$ cat config.mk
export PLATFORM = sky130hd
export DESIGN_NAME = keypad_scan_ctrl
export DESIGN_NICKNAME = d
export VERILOG_FILES = /design/src/rtl/keypad_scan_ctrl.sv
export SDC_FILE = /design/constraint.sdc
export NUM_CORES = 1
export LEC_CHECK = 0
export BUFFER_PORTS_ARGS = -buffer_cell sky130_fd_sc_hd__buf_4
export CORE_UTILIZATION = 30
export DETAILED_ROUTE_END_ITERATION = 8
export GPL_TIMING_DRIVEN = 0
export SLEW_MARGIN = 20
export SYNTH_ARGS = -nofsm -noshare
export SYNTH_HDL_FRONTEND = slang
export SYNTH_SLANG_ARGS = --single-unit
$ cat constraint.sdc
create_clock -name clk -period 2.4 [get_ports clk]
set_input_delay 0.24 -clock clk [delete_from_list [all_inputs] [get_ports clk]]
set_output_delay 0.24 -clock clk [all_outputs]
set_load 0.01 [all_outputs]
$ cat src/rtl/keypad_scan_ctrl.sv
// 4x4 keypad scanner: rotates a one-hot column drive, debounces a single pressed
// row, and reports the accepted key until it has been released and debounced.
module keypad_scan_ctrl #(
    parameter int SCAN_DIV     = 4000,
    parameter int DEBOUNCE_CNT = 100000
) (
    input  logic       clk,
    input  logic       rst,
    input  logic [3:0] row,
    output logic [3:0] col,
    output logic [3:0] key_code,
    output logic       key_valid,
    output logic       key_held
);

    localparam int SCAN_W = $clog2(SCAN_DIV);
    localparam int DEB_W  = $clog2(DEBOUNCE_CNT);
    localparam logic [SCAN_W-1:0] SCAN_LAST = SCAN_W'(SCAN_DIV - 1);
    localparam logic [DEB_W-1:0]  DEB_LAST  = DEB_W'(DEBOUNCE_CNT - 1);

    typedef enum logic [1:0] {
        ST_SCAN,
        ST_DEBOUNCE,
        ST_HELD,
        ST_RELEASE
    } state_t;

    state_t            state_q, state_d;
    logic [3:0]        row_meta_q, row_meta_d;
    logic [3:0]        row_s_q, row_s_d;
    logic [1:0]        col_idx_q, col_idx_d;
    logic [SCAN_W-1:0] scan_cnt_q, scan_cnt_d;
    logic [DEB_W-1:0]  deb_cnt_q, deb_cnt_d;
    logic [3:0]        row_cap_q, row_cap_d;
    logic [3:0]        key_code_q, key_code_d;
    logic              key_valid_q, key_valid_d;
    logic              key_held_q, key_held_d;

    logic              row_onehot;
    logic              row_match;
    logic              row_zero;
    logic [1:0]        row_code;

    // Zero and multi-bit patterns both fail this test, so both read as "no key".
    assign row_onehot = (row_s_q != 4'd0) && ((row_s_q & (row_s_q - 4'd1)) == 4'd0);
    assign row_match  = (row_s_q == row_cap_q);
    assign row_zero   = (row_s_q == 4'd0);

    always_comb begin
        row_code = 2'd0;
        case (row_cap_q)
            4'b0001: row_code = 2'd0;
            4'b0010: row_code = 2'd1;
            4'b0100: row_code = 2'd2;
            4'b1000: row_code = 2'd3;
            default: row_code = 2'd0;
        endcase
    end

    generate
        for (genvar gi = 0; gi < 4; gi++) begin : g_col
            assign col[gi] = (col_idx_q == 2'(gi));
        end
    endgenerate

    always_comb begin
        state_d     = state_q;
        row_meta_d  = row;
        row_s_d     = row_meta_q;
        col_idx_d   = col_idx_q;
        scan_cnt_d  = scan_cnt_q;
        deb_cnt_d   = deb_cnt_q;
        row_cap_d   = row_cap_q;
        key_code_d  = key_code_q;
        key_valid_d = 1'b0;
        key_held_d  = key_held_q;

        case (state_q)
            ST_SCAN: begin
                if (scan_cnt_q == SCAN_LAST) begin
                    scan_cnt_d = '0;
                    if (row_onehot) begin
                        row_cap_d = row_s_q;
                        deb_cnt_d = '0;
                        state_d   = ST_DEBOUNCE;
                    end else begin
                        col_idx_d = col_idx_q + 2'd1;
                    end
                end else begin
                    scan_cnt_d = scan_cnt_q + 1'b1;
                end
            end

            ST_DEBOUNCE: begin
                if (row_match) begin
                    if (deb_cnt_q == DEB_LAST) begin
                        state_d     = ST_HELD;
                        deb_cnt_d   = '0;
                        key_code_d  = {col_idx_q, row_code};
                        key_valid_d = 1'b1;
                        key_held_d  = 1'b1;
                    end else begin
                        deb_cnt_d = deb_cnt_q + 1'b1;
                    end
                end else begin
                    // Bounce, release or a second key: give up on this column.
                    state_d    = ST_SCAN;
                    col_idx_d  = col_idx_q + 2'd1;
                    scan_cnt_d = '0;
                    deb_cnt_d  = '0;
                end
            end

            ST_HELD: begin
                if (row_zero) begin
                    state_d   = ST_RELEASE;
                    deb_cnt_d = '0;
                end
            end

            ST_RELEASE: begin
                if (row_zero) begin
                    if (deb_cnt_q == DEB_LAST) begin
                        state_d    = ST_SCAN;
                        key_held_d = 1'b0;
                        col_idx_d  = col_idx_q + 2'd1;
                        scan_cnt_d = '0;
                        deb_cnt_d  = '0;
                    end else begin
                        deb_cnt_d = deb_cnt_q + 1'b1;
                    end
                end else begin
                    state_d   = ST_HELD;
                    deb_cnt_d = '0;
                end
            end

            default: begin
                state_d = ST_SCAN;
            end
        endcase
    end

    always_ff @(posedge clk) begin
        if (rst) begin
            state_q     <= ST_SCAN;
            row_meta_q  <= 4'd0;
            row_s_q     <= 4'd0;
            col_idx_q   <= 2'd0;
            scan_cnt_q  <= '0;
            deb_cnt_q   <= '0;
            row_cap_q   <= 4'd0;
            key_code_q  <= 4'd0;
            key_valid_q <= 1'b0;
            key_held_q  <= 1'b0;
        end else begin
            state_q     <= state_d;
            row_meta_q  <= row_meta_d;
            row_s_q     <= row_s_d;
            col_idx_q   <= col_idx_d;
            scan_cnt_q  <= scan_cnt_d;
            deb_cnt_q   <= deb_cnt_d;
            row_cap_q   <= row_cap_d;
            key_code_q  <= key_code_d;
            key_valid_q <= key_valid_d;
            key_held_q  <= key_held_d;
        end
    end

    assign key_code  = key_code_q;
    assign key_valid = key_valid_q;
    assign key_held  = key_held_q;

endmodule
After elaboration in Yosys (flattened, before gate mapping). Index checks and enable logic that the tools add are counted. Widths: inputs -> output; s select.

Output and inout port bits: 10. Bits in read-only memories: 0. Bits in writable memories: 0. Flip-flop bits (word level): 51. Memories: 0. Input port bits: 6. Bits in latches: 0.

Magnitude comparators: 0. Reductions and logical operators: 16. Div/mod/pow operators: 0. $mul: 0. Bitwise logic cells: 3. Multiplexer cells: 33. Eq/ne operators: 23. Shift-type cells: 0. Add/sub/neg operators: 4.

Operators by type and width (count): $mux 17 (6); $pmux 17 s4 (1); $mux 12 (4); $pmux 12 s3 (1); $mux 2 (12); $ne 2x2->1 const B (9); $add 17x1->17 const B (1); $eq 17x17->1 const B (1); $add 12x1->12 const B (1); $eq 12x12->1 const B (1); $pmux 2 s3 (2); $reduce_and 5->1 (2); $reduce_and 3->1 (3); $eq 2x2->1 const B (4); $logic_not 4->1 (2); $pmux 2 s4 (1); $ne 3x3->1 const B (2); $reduce_and 6->1 (1); $mux 1 (5); $and 4x4->4 (1); $eq 2x1->1 const B (2); $eq 4x2->1 const B (1); $eq 4x3->1 const B (1); $eq 4x4->1 (1); 12 further kinds (14).

Longest topological paths before layout. Gate-level depths: netlist of the first run.

Word-level depth: 7. Gate-level depth with buffers: 8.

Worst setup path before layout of the first run. Ideal clock, no wire load.

Path kind: register -> register. From: register scan_cnt_q[0]. To: register deb_cnt_q[15]. Cell stages (with the launch flop): 8. Clock period less this slack: 2063 ps. Data required time: 2320 ps. Library setup time: 80 ps. Arrival time: 1983 ps. Setup slack: 337 ps. Cell sequence: dfxtp_1 -> ha_1 -> and4_1 -> buf_2 -> a31oi_1 -> or4_1 -> or3_1 -> a211oi_2.

Longest elaborated chain between the ends: 3.

Ends and longest elaborated chain: start: declaration (line 32) `logic [SCAN_W-1:0] scan_cnt_q, scan_cnt_d;`; start signal: assignment (line 161) `scan_cnt_q <= scan_cnt_d;`; $eq 12x12->1 (line 80) `if (scan_cnt_q == SCAN_LAST) begin`; $ne 2x2->1 (no line); $reduce_and 3->1 (no line); end signal: assignment (line 162) `deb_cnt_q <= deb_cnt_d;`; end: declaration (line 33) `logic [DEB_W-1:0] deb_cnt_q, deb_cnt_d;`.

Every way passes these cells. A chain may end at the register's enable or synchronous reset.

Final worst setup path of the first run. Ends and elaborated chain as after synthesis.

==> impl_metrics.py, run 1 <==
metrics = {
    "outcome": {
        "status": "finished, final reports clean",
    },
    "setup_path": {
        "worstPathRequired_ns": 2.63,
        "crit_chain": "ha_2, and4_1, buf_2, a31oi_1, or4_1, or3_1, a211oi_2",
        "critPathKind": "reg -> reg",
        "rr_endpoint": "deb_cnt_q[15]$_SDFFE_PP0P_",
        "r2r-start": "scan_cnt_q[0]$_SDFFE_PP0P_",
        "slowest_delay_ns": 0.53,
        "critPathLaunchType": "flop",
        "rrSetupSlack_ns": 0.14,
        "crit_path_max_fanout": 9,
        "critPathArrivalTime_ns": 2.49,
        "ff2ff_path_depth": 7,
        "cp_slowest_cell": "or4_1",
        "cp-startpoint": "scan_cnt_q[0]$_SDFFE_PP0P_",
        "crit_path_end_kind": "flop",
    },
    "sta": {
        "fin_worst_skew_ns": 0.0145,
        "fin_crit_ns": 2.26,
        "fin_crit_sh_pct": 94.0,
        "setup_slack_ns": 0.144,
        "worst_slew_margin_rel_pct": 49.4,
        "setup_viol": 0,
        "rsz0062_at_grt": "no",
        "tightest_slew_ns": 0.752,
        "final_max_slew_viol_count": 0,
        "max_freq_ghz": 0.443,
        "hold_viol": 0,
    },
    "global_routing": {
        "grt_max_degree": 16,
        "track_usage_pct": 14.9,
        "grt_pass1_wl_microns": 10700,
        "grt_pass1_vias": 2218,
        "grt.overflow.total": 0,
        "antenna_found_initial": 0,
    },
    "routing": {
        "vias": 2357,
        "wl_per_cell_microns": 14.3,
        "drt_iter0_markers": 123,
        "viasPerCell": 5.39,
        "ant_nets": 0,
        "wl_microns": 6240,
        "drc": 0,
        "dr.pass1.iters": 4,
    },
    "clock_tree": {
        "h-tree-depth": 2,
        "clockBufferDepth": 2,
        "clock_latency_ns": 0.32,
        "clkSlewWorstSetupHoldPaths_ns": 0.10,
        "cts_tree": "built",
        "holdBufCountCts": 0,
        "cts-buffers-inserted": 5,
        "cts_root_buf": "clkbuf_8",
        "tritoncts_num_sinks": 51,
    },
    "power": {
        "power-per-cell-area_nw_per_um2": 481,
        "max-vdd-ir-drop_uv": 336,
        "p_leak_nw": 1.01,
    },
    "placed_design": {
        "place_inst": 428,
        "dp_slack_ns": -0.0467,
        "hpwl_microns": 4450,
        "placedInstanceArea_sq_um": 2920,
        "io_buffers": 15,
        "globalplace.congestion": 0.844,
    },
    "floorplanning": {
        "core-area_sq_um": 8680,
        "die_area_sq_um": 9280,
        "ios": 16,
        "num_rows": 34,
        "die_w_microns": 96.3,
        "initial_core_util_pct": 30.8,
        "die_h_microns": 96.3,
    },
    "synth": {
        "synthArstFlopShare_pct": 0,
        "synth_edf_count": 0,
        "ys_warn_count": 0,
        "syn_area_per_cell_sq_um": 8.75,
        "yosys.area_share.xor_xnor_pct": 3.28,
        "synth-adder-area-share_pct": 2.81,
        "synth_cells": 305,
        "yosys.area_share.simple_pct": 28.6,
        "synth-compound-area-share_pct": 19.0,
        "synth_cell_types": 51,
        "syn_nets": 317,
        "ys_seq_area_share_pct": 38.3,
        "dominantRegCellSynth": "dfxtp_1",
        "synth-seq-cells": 51,
        "synthMuxAreaShare_pct": 4.17,
        "synth_top_family_by_area": "simple AND/OR/NAND/NOR gates",
        "synth_area_sq_um": 2670,
    },
    "hold_path": {
        "hold_path_end": "row_meta_q[3]$_SDFF_PP0_",
        "hold_path_class": "in -> reg",
        "whs_path_depth": 2,
        "hp-start": "row[3]",
    },
    "finish": {
        "final_cells": 437,
        "final_area_sq_um": 3020,
        "nets": 340,
        "final_common_cell": "dfxtp_1",
        "nFillCells": 955,
        "n_antenna_cell": 0,
        "layout-drive-gt1-share_pct": 14.6,
        "syn_to_final_growth_pct": 13.0,
        "final_core_util_pct": 34.8,
        "mostFrequentLayoutCells": "dfxtp_1 (51), nor2_1 (26), nand2_1 (16), buf_4 (16), nand3_1 (14)",
    },
    "run": {
        "maxCapViolCount": 0,
    },
}
synthesized netlist by cell type (all sizes together) (2+ instances only):
| cell type | count | area share, % |
|---|---|---|
| o31ai | 8 | 2.4 |
| or2 | 2 | 0.47 |
| a21oi | 13 | 2.4 |
| nor4b | 4 | 1.3 |
| o211a | 2 | 0.75 |
| nor3 | 13 | 2.6 |
| xnor2 | 8 | 2.6 |
| nor4 | 4 | 1.2 |
| and3 | 3 | 0.75 |
| buf | 7 | 1.3 |
| or3 | 7 | 1.6 |
| xor2 | 2 | 0.66 |
| and2 | 5 | 1.2 |
| nand3 | 14 | 2.6 |
| o221a | 3 | 1.3 |
| a211oi | 13 | 4.0 |
| o21ai | 8 | 1.5 |
| nor2 | 26 | 3.7 |
| nor2b | 9 | 2.1 |
| ha | 6 | 2.8 |
| o21a | 2 | 0.56 |
| nand4 | 12 | 2.8 |
| nand2b | 3 | 0.70 |
| clkbuf | 12 | 1.7 |
| dfxtp | 51 | 38 |
| a311oi | 3 | 0.98 |
| and4 | 4 | 1.3 |
| nand2 | 16 | 2.3 |
| mux2i | 10 | 3.8 |
| o311a | 2 | 0.75 |
| or4 | 9 | 2.5 |
| inv | 6 | 0.84 |
| a31oi | 6 | 1.4 |
| nand4b | 2 | 0.66 |
final cells by class:
cell class	count	area, sq um	area share, %
plain buffers	19	81.3	2.70
clock buffers	6	72.6	2.41
clock inverters	2	12.5	0.415
inverters	6	22.5	0.747
multi-input cells	229	1550	51.4
flip-flops and latches	51	1020	33.8
well taps	108	135	4.48
repair buffers	16	120	3.98
critical path, delay by kind of cell (launching register included):
kind | cells | cell delay, ns
fa+ha+maj | 1 | 0.22
buf+inv | 1 | 0.19
flops | 1 | 0.39
compound gates | 2 | 0.33
simple gates | 3 | 1.05
through the flow:
step	power [mW]	setup TNS (ns)	hold slack [ns]
5_1_grt	1.51	0	0.122
3_3_place_gp	0.966	-0.110	0.417
6_report	1.45	0	0.129
2_1_floorplan	0.941	0	0.368
3_5_place_dp	0.968	-0.276	0.424
4_1_cts	1.46	0	0.129
flip-flops by register name, summed over array words and instances, names as in the netlist:
name,count
state_q,2
scan_cnt_q,12
key_held,1
row_s_q,4
row_meta_q,4
key_code,4
key_valid,1
col_idx_q,2
deb_cnt_q,17
row_cap_q,4
kinds of logic (layout without fill, tap and decap cells):
| group | count (synthesis) | count (layout) |
|---|---|---|
| AO/OA/AOI/OAI | 67 | 67 |
| XOR/XNOR | 10 | 10 |
| adder cells (fa/ha/maj) | 6 | 6 |
| buffers and inverters | 25 | 49 |
| flip-flops | 51 | 51 |
| multiplexers | 11 | 11 |
| AND/OR/NAND/NOR | 135 | 135 |
what timing repair did:
item / 4_1_cts / 5_1_grt
pin swaps: 0 / 1
gates resized for setup: 1 / 4
setup endpoints to repair: 10 / 22
buffers inserted: 0 / 1
cloned: 0 / 0
where the power goes:
part,internal [mW],switching (mW)
Combinational,0.0311,0.0543
Clock,0.205,0.298
Sequential,0.856,0.00763
routing by layer:
metal / vias up / GRT usage, % / routed length, microns / share of wire (%)
met5: - / 0 / 0 / 0
met4: 0 / 5.76 / 94 / 1.5
met3: 10 / 2.61 / 171 / 2.7
met2: 37 / 23.9 / 2930 / 47
met1: 1121 / 20.0 / 3050 / 49
li1: 1189 / - / - / -
worst max path at each step:
stage               slack [ns]  depth (start not counted)                          to
global route             0.005                          7  deb_cnt_q[15]$_SDFFE_PP0P_
finish                    0.14                          7  deb_cnt_q[15]$_SDFFE_PP0P_
CTS                       0.09                          6   col_idx_q[0]$_SDFFE_PP0P_
detailed placement       -0.05                          7   deb_cnt_q[0]$_SDFFE_PP0P_
global placement         -0.03                          7   deb_cnt_q[0]$_SDFFE_PP0P_
floorplan                 0.34                          7  deb_cnt_q[15]$_SDFFE_PP0P_
Power figures use the tool's default switching activity.
==> inputs of run 2 (changes only) <==
CORE_UTILIZATION = 35   (was 30)
==> impl_metrics.py, run 2 (same netlist as run 1, synthesis figures left out) <==
metrics = {
    "sta": {
        "tns_ns": 0,
        "fin_crit_ns": 2.24,
        "final_max_slew_viol_count": 0,
        "worst_slew_margin_rel_pct": 48.4,
        "tightest_slew_ns": 0.768,
        "fin_crit_sh_pct": 93.5,
        "max_freq_ghz": 0.446,
        "fin_worst_skew_ns": 0.00964,
        "rsz0062_at_grt": "no",
        "setup_viol": 0,
        "hold_viol": 0,
        "whs_ns": 0.148,
    },
    "setup_path": {
        "slowest_delay_ns": 0.53,
        "rrSetupSlack_ns": 0.16,
        "crit_path_end_kind": "flop",
        "crit_family": "simple AND/OR/NAND/NOR gates",
        "crit_path_max_fanout": 9,
        "critPathArrivalTime_ns": 2.47,
        "crit_buf_inv": 1,
        "critPathKind": "reg -> reg",
        "critPathLaunchType": "flop",
        "worstPathRequired_ns": 2.62,
        "cp_slowest_cell": "or4_1",
        "crit_chain": "ha_1, and4_1, clkbuf_4, a31oi_1, or4_1, or3_1, a211oi_2",
    },
    "floorplanning": {
        "die_w_microns": 89.3,
        "num_rows": 31,
        "die_area_sq_um": 7980,
        "ios": 16,
        "core-area_sq_um": 7330,
        "initial_core_util_pct": 36.4,
        "die_h_microns": 89.3,
    },
    "global_routing": {
        "grt_max_degree": 17,
        "grt_pass1_vias": 2145,
        "grt_pass1_wl_microns": 10500,
        "track_usage_pct": 16.9,
        "grt.overflow.total": 0,
        "antenna_found_initial": 0,
    },
    "finish": {
        "largest_reg_flops": 17,
        "regMostFlops": "deb_cnt_q",
        "n_antenna_cell": 0,
        "nets": 340,
        "layout-drive-gt1-share_pct": 14.9,
        "final_common_cell": "dfxtp_1",
        "syn_to_final_growth_pct": 15.1,
        "largestRegisters": "deb_cnt_q x17, scan_cnt_q x12",
        "mostFrequentLayoutCells": "dfxtp_1 (51), nor2_1 (26), nand2_1 (16), buf_4 (16), nand3_1 (14)",
        "final_area_sq_um": 3070,
    },
    "placed_design": {
        "globalplace.congestion": 0.817,
        "placedInstanceArea_sq_um": 2910,
        "io_buffers": 15,
        "hpwl_microns": 4430,
    },
    "clock_tree": {
        "cts-buffers-inserted": 5,
        "cts_root_buf": "clkbuf_8",
        "clock_latency_ns": 0.30,
        "clkSlewWorstSetupHoldPaths_ns": 0.10,
        "clockBufferDepth": 2,
        "cts_tree": "built",
        "tritoncts_num_sinks": 51,
        "h-tree-depth": 2,
    },
    "outcome": {
        "status": "finished, final reports clean",
    },
    "power": {
        "p_leak_nw": 1.03,
        "max-vdd-ir-drop_uv": 364,
        "total_power_mw": 1.66,
        "power-per-cell-area_nw_per_um2": 539,
    },
    "routing": {
        "drc": 0,
        "drt_iter0_markers": 120,
        "dr.pass1.iters": 4,
        "wl_per_cell_microns": 14.5,
        "vias": 2323,
        "ant_nets": 0,
        "wl_microns": 6190,
        "viasPerCell": 5.43,
    },
    "run": {
        "maxCapViolCount": 0,
    },
    "hold_path": {
        "hold_path_class": "in -> reg",
    },
}
## run 2: timing repair
action	4_1_cts	5_1_grt
hold endpoints to repair	0	0
hold buffers	0	0
setup buffers	0	1
pin swaps	0	1
gates resized for setup	1	6
setup endpoints to repair	10	17
## run 2: layout make-up
| type | instances | area, sq um |
|---|---|---|
| repair buffers | 16 | 120 |
| fillers | 740 | 4260 |
| flip-flops and latches | 51 | 1020 |
| well taps | 99 | 124 |
| clock buffers | 5 | 68.8 |
| multi-input cells | 229 | 1560 |
| clock inverters | 3 | 67.6 |
| plain buffers | 19 | 86.3 |
| inverters | 6 | 22.5 |
## run 2: power breakdown
part	internal (mW)	total [mW]	switching, mW
sequential	0.856	0.863	0.00720
combinational	0.0303	0.0849	0.0546
clock	0.416	0.709	0.293
## run 2: final timing paths
path,end,cells after the start,start
hold reg to reg,row_s_q[3]$_SDFF_PP0_,1,row_meta_q[3]$_SDFF_PP0_
setup reg to reg,deb_cnt_q[15]$_SDFFE_PP0P_,7,scan_cnt_q[0]$_SDFFE_PP0P_
hold / removal,row_meta_q[2]$_SDFF_PP0_,2,row[2]
setup / recovery,deb_cnt_q[15]$_SDFFE_PP0P_,7,scan_cnt_q[0]$_SDFFE_PP0P_
## run 2: routing by layer
layer  vias up  GRT usage [%]  share of wire (%)
met4         0           4.04               0.82
met1      1093           24.4                 53
met5         -              0                  0
met2        35           26.0                 44
met3         4           3.14                2.7
li1       1191              -                  -
## run 2: through the flow
stage / util [%] / setup slack [ns] / instances
global route: 41.9 / 0.0247 / 428
CTS: 41.5 / 0.0158 / 427
global placement: 39.6 / -0.0624 / 419
finish: 41.9 / 0.157 / 428
floorplan: - / 0.337 / 305
detailed placement: 39.6 / -0.113 / 419
